===== config.mk =====
export PLATFORM = sky130hd
export DESIGN_NAME = wheel_node_integrator
export DESIGN_NICKNAME = d
export VERILOG_FILES = /design/src/rtl/wheel_pkg.sv /design/src/rtl/node_step_calc.sv /design/src/rtl/wheel_node_integrator.sv
export SDC_FILE = /design/constraint.sdc
export NUM_CORES = 1
export LEC_CHECK = 0
export CAP_MARGIN = 20
export CORE_AREA = 2 2 211 213
export DETAILED_ROUTE_END_ITERATION = 10
export DIE_AREA = 0 0 213 215
export PLACE_DENSITY = 0.62
export SLEW_MARGIN = 20
export SYNTH_ARGS = -nofsm -noshare
export SYNTH_HDL_FRONTEND = slang
export SYNTH_SLANG_ARGS = --single-unit

===== constraint.sdc =====
create_clock -name clk_in -period 13.3 [get_ports clk_in]
set_input_delay 2.66 -clock clk_in [delete_from_list [all_inputs] [get_ports clk_in]]
set_output_delay 2.66 -clock clk_in [all_outputs]
set_load 0.02 [all_outputs]

===== src/rtl/wheel_pkg.sv =====
// Shared definitions for the multi-wheel node integrator.
// Holds the datapath widths, the run-control state enum and the per-node state record.
package wheel_pkg;

    localparam int unsigned POSITION_SIZE = 8;
    localparam int unsigned VELOCITY_SIZE = 6;
    localparam int unsigned FORCE_SIZE    = 8;

    typedef enum logic [1:0] {
        StIdle,
        StRun,
        StDrain,
        StDone
    } wheel_state_e;

    typedef struct packed {
        logic signed [POSITION_SIZE-1:0] px;
        logic signed [POSITION_SIZE-1:0] py;
        logic signed [VELOCITY_SIZE-1:0] vx;
        logic signed [VELOCITY_SIZE-1:0] vy;
    } node_state_t;

endpackage


===== src/rtl/node_step_calc.sv =====
// One-axis semi-implicit Euler step: accelerate, damp, saturate velocity, then move and
// saturate position with the new velocity. Purely combinational.
// Ports:
//   pos, vel, frc   current position, velocity and net force on this axis
//   pos_next        saturated updated position
//   vel_next        saturated updated velocity
//   sat             either result was clamped
module node_step_calc #(
    parameter int unsigned POS_W      = 8,
    parameter int unsigned VEL_W      = 6,
    parameter int unsigned FRC_W      = 8,
    parameter int          DT         = 1,
    parameter int          ACCEL_BIAS = 0,
    parameter int unsigned MASS_SHIFT = 0,
    parameter int unsigned DAMP_SHIFT = 3
) (
    input  logic signed [POS_W-1:0] pos,
    input  logic signed [VEL_W-1:0] vel,
    input  logic signed [FRC_W-1:0] frc,
    output logic signed [POS_W-1:0] pos_next,
    output logic signed [VEL_W-1:0] vel_next,
    output logic                    sat
);

    // Wide enough that nothing wraps before the clamps.
    localparam int unsigned W = VEL_W + FRC_W + 4;
    localparam int VEL_MAX = (1 << (VEL_W - 1)) - 1;
    localparam int VEL_MIN = -(1 << (VEL_W - 1));
    localparam int POS_MAX = (1 << (POS_W - 1)) - 1;
    localparam int POS_MIN = -(1 << (POS_W - 1));

    localparam logic signed [W-1:0] DT_W      = W'(DT);
    localparam logic signed [W-1:0] BIAS_W    = W'(ACCEL_BIAS);
    localparam logic signed [W-1:0] VEL_MAX_W = W'(VEL_MAX);
    localparam logic signed [W-1:0] VEL_MIN_W = W'(VEL_MIN);
    localparam logic signed [W-1:0] POS_MAX_W = W'(POS_MAX);
    localparam logic signed [W-1:0] POS_MIN_W = W'(POS_MIN);

    logic signed [W-1:0] frc_w, vel_w, pos_w, accel, v1, v2, vel_sat_w, pos_sum;
    logic                sat_v, sat_p;

    always_comb begin
        frc_w = W'(frc);
        vel_w = W'(vel);
        pos_w = W'(pos);
        accel = (frc_w >>> MASS_SHIFT) + BIAS_W;
        v1    = vel_w + accel * DT_W;
        if (DAMP_SHIFT != 0) begin
            v2 = v1 - (v1 >>> DAMP_SHIFT);
        end else begin
            v2 = v1;
        end

        sat_v = 1'b0;
        if (v2 > VEL_MAX_W) begin
            vel_next = VEL_W'(VEL_MAX);
            sat_v    = 1'b1;
        end else if (v2 < VEL_MIN_W) begin
            vel_next = VEL_W'(VEL_MIN);
            sat_v    = 1'b1;
        end else begin
            vel_next = v2[VEL_W-1:0];
        end

        // Position advances with the already-clamped velocity.
        vel_sat_w = W'(vel_next);
        pos_sum   = pos_w + vel_sat_w * DT_W;
        sat_p     = 1'b0;
        if (pos_sum > POS_MAX_W) begin
            pos_next = POS_W'(POS_MAX);
            sat_p    = 1'b1;
        end else if (pos_sum < POS_MIN_W) begin
            pos_next = POS_W'(POS_MIN);
            sat_p    = 1'b1;
        end else begin
            pos_next = pos_sum[POS_W-1:0];
        end

        sat = sat_v | sat_p;
    end

endmodule


===== src/rtl/wheel_node_integrator.sv =====
// Multi-wheel soft-body node integrator. Holds position/velocity for NUM_WHEELS x NUM_NODES
// nodes, integrates one wheel per run from a per-node force stream, and streams each updated
// node downstream over valid/ready.
// Ports:
//   clk_in, rst_n_in                   clock, async active-low reset
//   begin_in, wheel_in                 start a run on a wheel (honoured in idle only)
//   load_*                             idle-time write of one node's initial state
//   force_valid_in/force_ready_out     force stream handshake, force_x_in/force_y_in payload
//   node_out_*/velocity_out_*          updated node stream, node_out_ready_in backpressure
//   busy_out, sat_out, result_out      run active, sticky saturation, completion pulse
module wheel_node_integrator
    import wheel_pkg::*;
#(
    parameter int unsigned NUM_WHEELS = 2,
    parameter int unsigned NUM_NODES  = 4,
    parameter int          DT         = 1,
    parameter int          GRAVITY    = -1,
    parameter int unsigned MASS_SHIFT = 0,
    parameter int unsigned DAMP_SHIFT = 3,
    localparam int unsigned WB = (NUM_WHEELS > 1) ? $clog2(NUM_WHEELS) : 1,
    localparam int unsigned NB = (NUM_NODES > 1) ? $clog2(NUM_NODES) : 1
) (
    input  logic                            clk_in,
    input  logic                            rst_n_in,
    input  logic                            begin_in,
    input  logic [WB-1:0]                   wheel_in,
    input  logic                            load_valid_in,
    input  logic [WB-1:0]                   load_wheel_in,
    input  logic [NB-1:0]                   load_node_in,
    input  logic signed [POSITION_SIZE-1:0] load_px_in,
    input  logic signed [POSITION_SIZE-1:0] load_py_in,
    input  logic signed [VELOCITY_SIZE-1:0] load_vx_in,
    input  logic signed [VELOCITY_SIZE-1:0] load_vy_in,
    input  logic                            force_valid_in,
    output logic                            force_ready_out,
    input  logic signed [FORCE_SIZE-1:0]    force_x_in,
    input  logic signed [FORCE_SIZE-1:0]    force_y_in,
    output logic                            node_out_valid,
    input  logic                            node_out_ready_in,
    output logic [NB-1:0]                   node_out_idx,
    output logic signed [POSITION_SIZE-1:0] node_out_x,
    output logic signed [POSITION_SIZE-1:0] node_out_y,
    output logic signed [VELOCITY_SIZE-1:0] velocity_out_x,
    output logic signed [VELOCITY_SIZE-1:0] velocity_out_y,
    output logic                            busy_out,
    output logic                            sat_out,
    output logic                            result_out
);

    wheel_state_e  state_q, state_d;
    logic [WB-1:0] wheel_q;
    logic [NB-1:0] node_q;
    node_state_t   mem_q [NUM_WHEELS][NUM_NODES];

    // Pre-load copy of a node written in the same cycle the run was started.
    logic          byp_valid_q;
    logic [NB-1:0] byp_node_q;
    node_state_t   byp_q;

    logic          out_valid_q;
    logic [NB-1:0] out_idx_q;
    node_state_t   out_q;
    logic          sat_q;

    node_state_t cur, nxt;
    logic        sat_x, sat_y;
    logic        begin_ok, load_ok, force_acc, out_acc, last_node;

    assign begin_ok  = begin_in && (state_q == StIdle) && (int'(wheel_in) < int'(NUM_WHEELS));
    assign load_ok   = load_valid_in && (state_q == StIdle)
                       && (int'(load_wheel_in) < int'(NUM_WHEELS))
                       && (int'(load_node_in) < int'(NUM_NODES));
    assign force_acc = force_valid_in && force_ready_out;
    assign out_acc   = out_valid_q && node_out_ready_in;
    assign last_node = (node_q == NB'(NUM_NODES - 1));

    always_comb begin
        state_d         = state_q;
        force_ready_out = 1'b0;
        busy_out        = 1'b1;
        result_out      = 1'b0;
        unique case (state_q)
            StIdle: begin
                busy_out = 1'b0;
                if (begin_ok) state_d = StRun;
            end
            StRun: begin
                force_ready_out = !out_valid_q || node_out_ready_in;
                if (force_acc && last_node) state_d = StDrain;
            end
            StDrain: begin
                if (out_acc) state_d = StDone;
            end
            StDone: begin
                result_out = 1'b1;
                state_d    = StIdle;
            end
            default: state_d = StIdle;
        endcase
    end

    always_comb begin
        cur = mem_q[wheel_q][node_q];
        if (byp_valid_q && (byp_node_q == node_q)) cur = byp_q;
    end

    node_step_calc #(
        .POS_W      (POSITION_SIZE),
        .VEL_W      (VELOCITY_SIZE),
        .FRC_W      (FORCE_SIZE),
        .DT         (DT),
        .ACCEL_BIAS (0),
        .MASS_SHIFT (MASS_SHIFT),
        .DAMP_SHIFT (DAMP_SHIFT)
    ) u_step_x (
        .pos      (cur.px),
        .vel      (cur.vx),
        .frc      (force_x_in),
        .pos_next (nxt.px),
        .vel_next (nxt.vx),
        .sat      (sat_x)
    );

    node_step_calc #(
        .POS_W      (POSITION_SIZE),
        .VEL_W      (VELOCITY_SIZE),
        .FRC_W      (FORCE_SIZE),
        .DT         (DT),
        .ACCEL_BIAS (GRAVITY),
        .MASS_SHIFT (MASS_SHIFT),
        .DAMP_SHIFT (DAMP_SHIFT)
    ) u_step_y (
        .pos      (cur.py),
        .vel      (cur.vy),
        .frc      (force_y_in),
        .pos_next (nxt.py),
        .vel_next (nxt.vy),
        .sat      (sat_y)
    );

    always_ff @(posedge clk_in or negedge rst_n_in) begin
        if (!rst_n_in) begin
            state_q     <= StIdle;
            wheel_q     <= '0;
            node_q      <= '0;
            mem_q       <= '{default: '0};
            byp_valid_q <= 1'b0;
            byp_node_q  <= '0;
            byp_q       <= '0;
            out_valid_q <= 1'b0;
            out_idx_q   <= '0;
            out_q       <= '0;
            sat_q       <= 1'b0;
        end else begin
            state_q <= state_d;
            if (begin_ok) begin
                wheel_q     <= wheel_in;
                node_q      <= '0;
                sat_q       <= 1'b0;
                byp_valid_q <= load_ok && (load_wheel_in == wheel_in);
                byp_node_q  <= load_node_in;
                byp_q       <= mem_q[load_wheel_in][load_node_in];
            end
            if (load_ok) begin
                mem_q[load_wheel_in][load_node_in] <= '{px: load_px_in, py: load_py_in,
                                                         vx: load_vx_in, vy: load_vy_in};
            end
            if (force_acc) begin
                mem_q[wheel_q][node_q] <= nxt;
                out_q                  <= nxt;
                out_idx_q              <= node_q;
                out_valid_q            <= 1'b1;
                node_q                 <= node_q + 1'b1;
                sat_q                  <= sat_q | sat_x | sat_y;
            end else if (out_acc) begin
                out_valid_q <= 1'b0;
            end
        end
    end

    assign node_out_valid = out_valid_q;
    assign node_out_idx   = out_idx_q;
    assign node_out_x     = out_q.px;
    assign node_out_y     = out_q.py;
    assign velocity_out_x = out_q.vx;
    assign velocity_out_y = out_q.vy;
    assign sat_out        = sat_q;

endmodule


Yosys cells after proc, flatten, opt, wreduce, memory -nomap -nowiden
Cells that the tools add are included.

word-level totals
  latch bits = 0
  memories kept = 0
  register bits = 292
  bits in writable memories = 0
  output and inout port bits = 35
  memory bits (read-only) = 0
  input port bits = 54

operators by class
  mux-type cells = 54
  div/mod/pow operators = 0
  bitwise gates (word level) = 8
  equal/unequal tests = 9
  multipliers = 0
  add/subtract/negate cells = 8
  magnitude comparators = 16
  shift-type cells = 0
  reduce and logical (&&, ||, !) cells = 17

operator list
  operator               count
  $mux W112              8
  $bwmux W224            2
  $mux W224              2
  $demux W112 S1         2
  $mux W28               7
  $bmux W28 S2           2
  $demux W28 S2          2
  $gt A18 B6 Y1 const B  2
  $gt A18 B8 Y1 const B  2
  $lt A18 B6 Y1 const B  2
  $lt A18 B8 Y1 const B  2
  $mux W8                4
  $mux W6                4
  $add A8 B6 Y9          2
  $sub A18 B15 Y18       1
  $mux W1                15
  $logic_and A1 B1 Y1    11
  $add A6 B9 Y10         1
  $mux W2                5
  $sub A9 B6 Y10         1
  $add A6 B8 Y9          1
  $add A8 B1 Y9 const B  1
  $pmux W2 S4            1
  $eq A2 B2 Y1 const B   3
  other kinds (17)       29

Depth between registers and ports, before layout
  depth in word-level cells = 21
  gate-level depth with buffers = 40
  gate-level depth less buffers = 37

Cells and area by module
From an unflattened synthesis, not the netlist that was laid out.

unflattened totals
  cells, all modules = 2,008
  area total of the unflattened synthesis = 19,736.4 um2

by module, submodules not included
  module                     cells an instance  instances  area each (um2)  seq. area each (um2)
  wheel_node_integrator      1,634              1          17,000.1         7,307.0
  node_step_calc (u_step_y)  201                1          1,432.6          0.0
  node_step_calc (u_step_x)  173                1          1,303.8          0.0

Worst setup path before layout
OpenSTA, ideal clock, no wires.

  path type = input to register
  start = in force_y_in[1]
  end = reg mem_q[100] (netlist name)
  path slack = 4.217 ns
  library setup time = 0.077 ns
  stages on the path = 32
  arrival = 9.006 ns
  cell sequence = inv_1 ha_1 inv_1 ha_1 inv_1 fa_1 nor2b_1 o22a_1 xor2_1 inv_1 ha_1 a21oi_1 a211oi_1 mux2i_1 nand4b_1 a41oi_2 nand3_1 a211oi_4 o221ai_2 inv_1 ha_1 inv_1 fa_1 nor2b_1 o21ai_0 a21boi_0 o21a_1 o21ai_0 a31oi_1 maj3_1 nor2_1 a21oi_1

RTL lines
  element                         RTL line                      text
  start: declaration              wheel_node_integrator.sv:37   input logic signed [FORCE_SIZE-1:0] force_y_in,
  end signal: indexed assignment  wheel_node_integrator.sv:165  mem_q[load_wheel_in][load_node_in] <= '{px: load_px_in, py: load_py_in,
  end signal: indexed assignment  wheel_node_integrator.sv:169  mem_q[wheel_q][node_q] <= nxt;
  end: declaration                wheel_node_integrator.sv:53   node_state_t mem_q [NUM_WHEELS][NUM_NODES];

==> results.py <==
metrics = {
    "sta": {
        "max_freq_ghz": 0.0967,
        "tightest_slew_ns": 1.02,
        "hold_violations": 0,
        "period_minus_slack_ns": 10.34,
        "timing.slew.headroom": 0.311,
        "rsz0062_at_grt": "false",
        "min_period_over_period": 0.777,
        "slew_violations": 0,
        "tns_ns": 0,
        "setup_viol": 0,
        "finClkSkew_ns": 0.0267,
    },
    "yosys": {
        "synth_top_area_cell": "dfrtp_1",
        "yosys-top-cells-area": "dfrtp_1 (38%), mux4_2 (13%), mux2i_1 (9.1%), nand2_1 (5.1%), mux2_2 (4.7%)",
        "yosys.cell_types.count": 73,
        "avgSynthCellArea_um2": 9.92,
        "synth-seq-cells": 292,
        "synth_edf_count": 0,
        "yosysWarningCount": 0,
        "netlist_area_mm2": 0.0194,
        "ys_seq_area_frac": 0.377,
        "netlist_instances": 1953,
        "synth_async_sr_flop_share": 1.00,
        "ys.flop_type": "dfrtp_1",
        "synth_nets": 2077,
        "synth_top_area_frac": 0.377,
    },
    "cts": {
        "cts_tree": "yes",
        "ctsResizeCount": 0,
        "clock-root-buffer": "clkbuf_16",
        "clkTransAtPathRegs_ns": 0.06,
        "cts_setup_buffers": 0,
        "ctsHtreeMaxLevel": 2,
        "clkSinkCount": 292,
        "hold_buffers": 0,
        "clock_latency_ns": 0.53,
        "cts_buffers": 35,
        "cts.path.max_buffers": 3,
    },
    "setup_path": {
        "rrSetupSlack_ns": 3.06,
        "crit_type": "in -> reg",
        "r2r_end": "mem_q[17]",
        "critPathMostFrequentCell": "inv_1",
        "worstPathArrival_ns": 10.75,
        "slowest_delay_ns": 0.75,
        "ff2ff_path_depth": 36,
        "cp_slowest_cell": "a31oi_1",
        "crit_path_end": "mem_q[17]",
        "r2r_start": "node_q[0]",
        "crit_fanout": 10,
        "worstPathRequired_ns": 13.71,
        "endpoint_kind": "flop",
        "worst_setup_path_start_kind": "primary input",
        "startpoint": "force_y_in[1]",
    },
    "drt": {
        "vias": 15024,
        "dr.first_iter.drc_count": 1250,
        "drtAntennaViolNets": 0,
        "via_per_inst": 5.83,
        "drcViolationCount": 0,
        "drt-pass1-iter-count": 5,
        "routed_wl_mm": 58.6,
        "wire_per_inst_um": 22.7,
    },
    "min_path": {
        "min_path_type": "reg -> reg",
    },
    "die": {
        "ioPinCount": 89,
        "core-area_mm2": 0.0436,
        "die_area_mm2": 0.0458,
        "num_rows": 77,
        "die_x_um": 213,
        "initial_core_util": 0.444,
        "die_y_um": 215,
    },
    "placement": {
        "port_buffers": 88,
        "post_dp_cell_area_mm2": 0.0208,
        "dp_hpwl_mm": 35.0,
        "gp_congestion": 0.886,
    },
    "layout": {
        "fill_cells": 3958,
        "design_area_mm2": 0.0219,
        "area_growth_pct": 13.2,
        "drive_gt1_frac": 0.166,
        "fin_nets": 2083,
    },
    "grt": {
        "antenna_found_initial": 2,
        "grt_pass1_vias": 15029,
        "grt_start_max_net_pins": 167,
        "grt_pass1_wl_mm": 90.1,
        "grt.total_usage": 0.259,
        "overflow": 0,
    },
    "run": {
        "maxCapViolCount": 0,
    },
    "status": {
        "status": "complete, no violations",
    },
}
[metal layers]
metal,vias to the layer above,part of all wire,track usage,wire [um]
li1,6977,-,-,-
met1,7390,0.41,0.332,24000
met2,497,0.49,0.433,28600
met3,160,0.057,0.0365,3350
met4,0,0.045,0.120,2650
met5,-,0,0,0
[cell type report]
type	instances	area [um2]	area share
Antenna cell	1	2.50	0.000114
Clock buffer	53	1070	0.0486
Clock inverter	9	80.1	0.00365
Inverter	79	297	0.0135
Multi-Input combinational cell	1433	11300	0.516
Sequential cell	292	7310	0.333
Tap cell	592	741	0.0338
Timing Repair Buffer	118	1130	0.0516
[stage by stage]
step	instances	hold slack (ns)	util	setup WS, ns
floorplan	1953	0.445	-	4.22
global placement	2513	0.457	0.476	2.75
detailed placement	2513	0.464	0.476	2.53
CTS	2575	0.479	0.502	3.05
global route	2577	0.505	0.503	2.35
finish	2577	0.472	0.503	2.96
[logic make-up (layout without fill, tap and decap cells)]
| group | after synthesis | count (layout) | synth area share |
|---|---|---|---|
| AOI/OAI and AO/OA | 414 | 414 | 0.126 |
| xor gates and xnor gates | 35 | 35 | 0.0168 |
| adders and majority gates | 84 | 84 | 0.0547 |
| buffers and inverters | 228 | 259 | 0.0451 |
| DFF | 292 | 292 | 0.377 |
| muxes | 369 | 369 | 0.268 |
| other | 0 | 1 | 0 |
| and+or+nand+nor | 531 | 531 | 0.112 |
[cell usage after synthesis, types with 44 or more instances]
library cell	number
buf_1	44
clkbuf_1	101
mux4_2	112
nand2_1	263
mux2i_1	176
ha_1	64
o21ai_0	130
mux2_2	81
inv_1	78
a21oi_1	169
nor2_1	194
dfrtp_1	292
[worst min path at each step]
stage	start	to	cells past startpoint	slack, ns
2_1_floorplan	byp_q[0]	byp_q[0]	2	0.44
3_3_place_gp	byp_q[4]	byp_q[4]	2	0.46
3_5_place_dp	node_out_x[4]	node_out_x[4]	2	0.46
4_1_cts	node_out_x[4]	node_out_x[4]	2	0.48
5_1_grt	node_out_x[4]	node_out_x[4]	2	0.51
6_report	node_out_x[4]	node_out_x[4]	2	0.47
[critical path: cells and delay by family]
family,cells,cell delay [ns]
AOI/OAI and AO/OA,12,3.31
adders and majority gates,7,2.39
buffers and inverters,7,1.00
and+or+nand+nor,5,0.88
xor gates and xnor gates,1,0.31
muxes,1,0.19
[cells in the final DEF, fill, tap and decap left out, types with 9 or more instances in the layout]
cell type and count:
dfrtp_1 290, nand2_1 257, nor2_1 188, mux2i_1 176, a21oi_1 169, o21ai_0 130, mux4_2 112, clkdlybuf4s50_1 84
mux2_2 81, inv_1 78, ha_1 64, clkbuf_16 37, buf_4 29, xnor2_1 23, a31oi_1 22, nand3_1 18
maj3_1 14, nor2b_1 11, xor2_1 11, o21ai_1 10, a21o_1 9, o21ai_2 9
[flip-flops by register name (all words and copies together) (netlist names)]
name,flops
byp_q,28
byp_node_q,2
byp_valid_q,1
velocity_out_x,6
node_out_idx,2
node_out_valid,1
state_q,2
node_q,2
node_out_y,8
node_out_x,8
mem_q,224
wheel_q,1
velocity_out_y,6
sat_out,1
Power is left out: the tool's default activity adds up to more than one toggle a clock period on the data nets, which glitch-free logic cannot reach.
